--- src/rtl/ucsbece154a_rf_wbq.sv ---
// Writeback queue feeding the register-file write port.
// Requests enter through a valid/ready handshake, are kept in order in a
// circular buffer, and the head is retired onto a3/wd3/we3 every cycle
// while the queue is non-empty. Read-side hazard lookup reports whether a
// pending entry targets each RF read address and returns the youngest
// matching data for bypass.
//
// Ports:
//   clk, reset              clock, async active-high reset
//   req_valid_i/req_ready_o request handshake
//   req_addr_i, req_data_i  request register and data (addr 0 is dropped)
//   a3_o, wd3_o, we3_o      RF write port (head entry)
//   chk1_i, chk2_i          RF read addresses to check for pending writes
//   hit1_o, hit2_o          pending-write hit flags
//   byp1_o, byp2_o          youngest pending data for each read port
//   count_o, full_o, empty_o occupancy status
module ucsbece154a_rf_wbq #(
  parameter int unsigned DEPTH = 4,
  parameter int unsigned AW    = 5,
  parameter int unsigned DW    = 32
) (
  input  logic                       clk,
  input  logic                       reset,
  input  logic                       req_valid_i,
  output logic                       req_ready_o,
  input  logic [AW-1:0]              req_addr_i,
  input  logic [DW-1:0]              req_data_i,
  output logic [AW-1:0]              a3_o,
  output logic [DW-1:0]              wd3_o,
  output logic                       we3_o,
  input  logic [AW-1:0]              chk1_i,
  input  logic [AW-1:0]              chk2_i,
  output logic                       hit1_o,
  output logic                       hit2_o,
  output logic [DW-1:0]              byp1_o,
  output logic [DW-1:0]              byp2_o,
  output logic [$clog2(DEPTH):0]     count_o,
  output logic                       full_o,
  output logic                       empty_o
);

  localparam int unsigned PW = $clog2(DEPTH);
  localparam int unsigned CW = PW + 1;

  logic [AW-1:0] addr_q [DEPTH];
  logic [DW-1:0] data_q [DEPTH];
  logic [PW-1:0] wr_ptr;
  logic [PW-1:0] rd_ptr;
  logic [CW-1:0] cnt;

  logic push;
  logic pop;

  assign full_o      = (cnt == CW'(DEPTH));
  assign empty_o     = (cnt == '0);
  assign count_o     = cnt;
  assign req_ready_o = !full_o;

  // Writes to x0 complete the handshake but never occupy a slot.
  assign push = req_valid_i && req_ready_o && (req_addr_i != '0);
  // The RF always takes the head write, so a non-empty queue pops every edge.
  assign pop  = !empty_o;

  assign we3_o = !empty_o;
  assign a3_o  = empty_o ? '0 : addr_q[rd_ptr];
  assign wd3_o = empty_o ? '0 : data_q[rd_ptr];

  always_ff @(posedge clk or posedge reset) begin
    if (reset) begin
      wr_ptr <= '0;
      rd_ptr <= '0;
      cnt    <= '0;
    end else begin
      if (push) wr_ptr <= wr_ptr + PW'(1);
      if (pop)  rd_ptr <= rd_ptr + PW'(1);
      case ({push, pop})
        2'b10:   cnt <= cnt + CW'(1);
        2'b01:   cnt <= cnt - CW'(1);
        default: cnt <= cnt;
      endcase
    end
  end

  // Entry storage needs no reset: slots are only visible below count.
  always_ff @(posedge clk) begin
    if (push) begin
      addr_q[wr_ptr] <= req_addr_i;
      data_q[wr_ptr] <= req_data_i;
    end
  end

  // Scan from head (oldest) toward the write pointer; later matches
  // overwrite earlier ones so the youngest pending entry wins.
  always_comb begin
    logic [PW-1:0] idx;
    idx    = '0;
    hit1_o = 1'b0;
    hit2_o = 1'b0;
    byp1_o = '0;
    byp2_o = '0;
    for (int unsigned i = 0; i < DEPTH; i++) begin
      idx = rd_ptr + PW'(i);
      if (CW'(i) < cnt) begin
        if ((chk1_i != '0) && (addr_q[idx] == chk1_i)) begin
          hit1_o = 1'b1;
          byp1_o = data_q[idx];
        end
        if ((chk2_i != '0) && (addr_q[idx] == chk2_i)) begin
          hit2_o = 1'b1;
          byp2_o = data_q[idx];
        end
      end
    end
  end

endmodule

--- config.mk ---
export PLATFORM = sky130hd
export DESIGN_NAME = ucsbece154a_rf_wbq
export DESIGN_NICKNAME = d
export VERILOG_FILES = /design/src/rtl/ucsbece154a_rf_wbq.sv
export SDC_FILE = /design/constraint.sdc
export NUM_CORES = 1
export LEC_CHECK = 0
export CAP_MARGIN = 10
export CORE_MARGIN = 5
export CORE_UTILIZATION = 55
export DETAILED_ROUTE_END_ITERATION = 8
export GPL_TIMING_DRIVEN = 0
export HOLD_SLACK_MARGIN = 0.06
export PLACE_DENSITY_LB_ADDON = 0.15
export SLEW_MARGIN = 20
export SYNTH_ARGS = -nofsm -noshare
export SYNTH_HDL_FRONTEND = slang
export SYNTH_SLANG_ARGS = --single-unit
--- constraint.sdc ---
create_clock -name clk -period 4.1 [get_ports clk]
set_input_delay 0.615 -clock clk [delete_from_list [all_inputs] [get_ports clk]]
set_output_delay 0.615 -clock clk [all_outputs]
set_load 0.01 [all_outputs]
==> flow_summary.ini <==
[synthesis]
yosysWarnings = 0
yosys.area_share.adder_pct = 0.977
mappedNetlistArea_sq_um = 11500
yosys-top-cells-area = sky130_fd_sc_hd__edfxtp_1 39%, sky130_fd_sc_hd__mux2i_1 6.3%, sky130_fd_sc_hd__nor3_1 4.2%
dominant_combinational_cell_family_by_area_after_synthesis = simple AND/OR/NAND/NOR gates
ys_async_rst_share_pct = 4.52
synth-edff-count = 148
syn_area_per_cell_sq_um = 9.38
synth_xor_area_share_pct = 3.65
synth_top_flop_cell = sky130_fd_sc_hd__edfxtp_1
share_of_yosys_cell_area_claimed_by_the_top_area_cell_type_pct = 38.6
yosys.cell_types.count = 54
synth_top_area_cell = sky130_fd_sc_hd__edfxtp_1
synth_compound_gate_area_share_pct = 15.5
synthesis.nets = 1288
synth-seq-cells = 155
post_synth_and_or_nand_nor_area_fraction_pct = 20.2
netlist_instances = 1229
muxShareOfSynthArea_pct = 13.5
synth-seq-area-share_pct = 40.1

[clocking]
cts.reportedPaths.clkPinSlew_ns = 0.07
cts_root_buf = sky130_fd_sc_hd__clkbuf_16
cts_max_path_buffers = 2
cts.sink_count = 155
cts_inserted_buffers = 17
cts.htree.levels = 4
worst_skew_pair.late_latency_ns = 0.44
tritoncts = done

[timing]
relSlewSlack_pct = 42.2
tightestPinTransition_ns = 0.867
max_freq_mhz = 248
skew_ns = 0.00609
drv_slew = 0
period_share_pct = 98.2
final_hold_viol_count = 0
grt_setup_unrepaired = true
report.final.setup_viol = 0
final_period_minus_worst_setup_slack_ns = 4.03

[final_layout]
syn2layout_area_growth_pct = 25.6
drive_gt1_share_pct = 22.0
finalNonFillerCells = 1691
final_cell_mix = 148 x sky130_fd_sc_hd__edfxtp_1, 100 x sky130_fd_sc_hd__nand2_1, 99 x sky130_fd_sc_hd__nor2_1, 92 x sky130_fd_sc_hd__nor3_1, 83 x sky130_fd_sc_hd__clkdlybuf4s50_1
filler_cell_count = 1653
multi_input_combinational_cell_area_sq_um = 6740
layout.cells.most_common = sky130_fd_sc_hd__edfxtp_1
postLayoutCellArea_sq_um = 14500
n_antenna_cell = 0
finalNetCount = 1462
area.sequential_sq_um = 4620

[floorplanning]
die_area_sq_um = 24000
boundaryPins = 160
die_y_microns = 155
core.rowCount = 53
core-area_sq_um = 20800
die-width_microns = 155
initial_utilization_pct = 55.4

[pwr]
power_switching_mw = 5.77
switching_share_pct = 48.1
clock_power_share_pct = 13.5
gate_power_share_pct = 67.7
peakVddDrop_v = 0.000459
cellInternalPower_mw = 6.22
pwr-share-seq_pct = 18.8
power.leakage_nw = 5.34
p_per_area_nw_per_um2 = 828

[placement]
globalplace.congestion = 0.924
postPlaceCellArea_sq_um = 13400
dp_cells = 1653
portBuffers = 149
hpwl_mm = 26.9

[global_route]
grt.met2_usage_pct = 51.6
grt.met3_usage_pct = 7.58
grt_remaining_overflow = 0
first_global_vias = 11053
pin_count_of_the_biggest_net_entering_global_routing = 38
grtUsageTotal_pct = 32.9
grt_first_pass_wirelength_mm = 61.6
global_route.peak_usage_layer = met2
grt_antenna_before_repair = 2
grt_util_met1_pct = 44.1

[setup_path]
arrival_ns = 3.41
critical_path_required_ns = 3.48
crit_path_end_kind = primary output
critical_path.startpoint_type = flip-flop
criticalPathCategory = reg2out
critical_path.max_fanout = 10

[run]
maxCapViolCount = 0

[min_path]
hp-class = in2async

[drt]
number_of_optimization_iterations_in_the_first_detailed_route_pass = 8
via_count_normalized_by_instance_count = 6.73
vias = 11387
wl_per_cell_microns = 24.3
drtIter0Drc = 1664
dr_drc_count = 0
routed_wirelength_mm = 41.1
antenna_violating_nets_post_route = 0

[outcome]
status = finished clean
## power by group through the flow
| stage | Sequential (mW) | Combinational (mW) | Clock (mW) |
|---|---|---|---|
| 4_1_cts | 2.25 | 7.71 | 1.60 |
| 3_5_place_dp | 2.28 | 7.58 | 0 |
| 2_1_floorplan | 2.25 | 4.64 | 0 |
| 6_report | 2.26 | 8.11 | 1.62 |
| 5_1_grt | 2.29 | 8.53 | 1.67 |
| 3_3_place_gp | 2.28 | 7.49 | 0 |
## per-stage QoR
stage | setup slack (ns) | total power, mW | setup TNS [ns] | util [%] | hold WS (ns)
2_1_floorplan | 0.715 | 6.89 | 0 | - | 0.418
4_1_cts | 0.0146 | 11.6 | 0 | 68.9 | 0.419
3_3_place_gp | -0.359 | 9.77 | -14.75 | 64.2 | 0.599
5_1_grt | 0.000387 | 12.5 | 0 | 69.5 | 0.442
3_5_place_dp | -0.357 | 9.86 | -15.95 | 64.2 | 0.605
6_report | 0.0728 | 12.0 | 0 | 69.5 | 0.404
## registers in the layout (all words and copies together) (netlist names)
signal / count
rd_ptr: 2
data_q: 128
count_o: 3
addr_q: 20
wr_ptr: 2
## cell usage after synthesis, types with 2 or more instances
cell type and count:
sky130_fd_sc_hd__a211oi_1 3, sky130_fd_sc_hd__a21oi_1 68, sky130_fd_sc_hd__a221oi_1 29, sky130_fd_sc_hd__a22o_1 2
sky130_fd_sc_hd__a31oi_1 31, sky130_fd_sc_hd__and2_1 40, sky130_fd_sc_hd__buf_1 9, sky130_fd_sc_hd__buf_2 24
sky130_fd_sc_hd__buf_4 2, sky130_fd_sc_hd__buf_6 8, sky130_fd_sc_hd__clkbuf_1 78, sky130_fd_sc_hd__dfrtp_1 7
sky130_fd_sc_hd__edfxtp_1 148, sky130_fd_sc_hd__ha_1 9, sky130_fd_sc_hd__inv_1 41, sky130_fd_sc_hd__mux2_2 33
sky130_fd_sc_hd__mux2i_1 73, sky130_fd_sc_hd__mux4_2 20, sky130_fd_sc_hd__nand2_1 100, sky130_fd_sc_hd__nand3_1 5
sky130_fd_sc_hd__nand3b_1 31, sky130_fd_sc_hd__nand4_1 6, sky130_fd_sc_hd__nor2_1 101, sky130_fd_sc_hd__nor2b_1 62
sky130_fd_sc_hd__nor3_1 96, sky130_fd_sc_hd__nor3b_1 2, sky130_fd_sc_hd__o21ai_0 68, sky130_fd_sc_hd__o311a_1 31
sky130_fd_sc_hd__o31ai_1 30, sky130_fd_sc_hd__or2_2 2, sky130_fd_sc_hd__xnor2_1 41, sky130_fd_sc_hd__xor2_1 7
## final timing paths
check / from / end / slack (ns) / cells past startpoint
min in group clk: count_o[1]$_DFFE_PP0P_ / count_o[1]$_DFFE_PP0P_ / 0.63 / 2
setup reg to reg: rd_ptr[0]$_DFFE_PP0N_ / rd_ptr[1]$_DFFE_PP0N_ / 1.72 / 8
hold / removal: reset / wr_ptr[0]$_DFFE_PP0P_ / 0.40 / 2
setup / recovery: rd_ptr[0]$_DFFE_PP0N_ / byp2_o[2] / 0.07 / 11
max in group asynchronous: reset / count_o[1]$_DFFE_PP0P_ / 3.49 / 2
hold reg to reg: count_o[1]$_DFFE_PP0P_ / count_o[1]$_DFFE_PP0P_ / 0.63 / 2
## layout make-up
| cell class | count | area share [%] |
|---|---|---|
| flip-flops and latches | 155 | 31.9 |
| inverters | 42 | 1.12 |
| multi-input cells | 911 | 46.6 |
| repair buffers | 161 | 9.09 |
| well taps | 275 | 2.38 |
| clock buffers | 18 | 2.97 |
| clock inverters | 14 | 1.10 |
| plain buffers | 115 | 4.88 |
## repair_timing
action,4_1_cts,5_1_grt
pin swaps,9,7
resized for setup,176,188
setup endpoints to repair,76,72
setup buffers,10,2
hold buffers,0,0
## critical path: stages (launching register included)
cell and delay (ns):
sky130_fd_sc_hd__dfrtp_1 0.38, sky130_fd_sc_hd__buf_12 0.16, sky130_fd_sc_hd__mux4_2 0.55, sky130_fd_sc_hd__xor2_1 0.28
sky130_fd_sc_hd__nor4_4 0.05, sky130_fd_sc_hd__buf_4 0.18, sky130_fd_sc_hd__and2_0 0.14, sky130_fd_sc_hd__clkbuf_2 0.16
sky130_fd_sc_hd__clkbuf_4 0.22, sky130_fd_sc_hd__o311a_1 0.31, sky130_fd_sc_hd__o31ai_2 0.32, sky130_fd_sc_hd__clkbuf_2 0.20
## metal layers
metal,wire length [microns],vias up
met5,23,-
met4,1860,4
met3,5110,191
met2,18700,937
met1,15400,5373
li1,-,4882
## logic make-up (layout without fill, tap and decap cells)
group           Yosys count  count (layout)
simple gates            458             458
xor+xnor                 48              48
buf+inv                 163             350
compound gates          270             270
fa+ha+maj                 9               9
flops                   155             155
mux                     126             126
No activity file was read; power rests on OpenSTA's default activity.
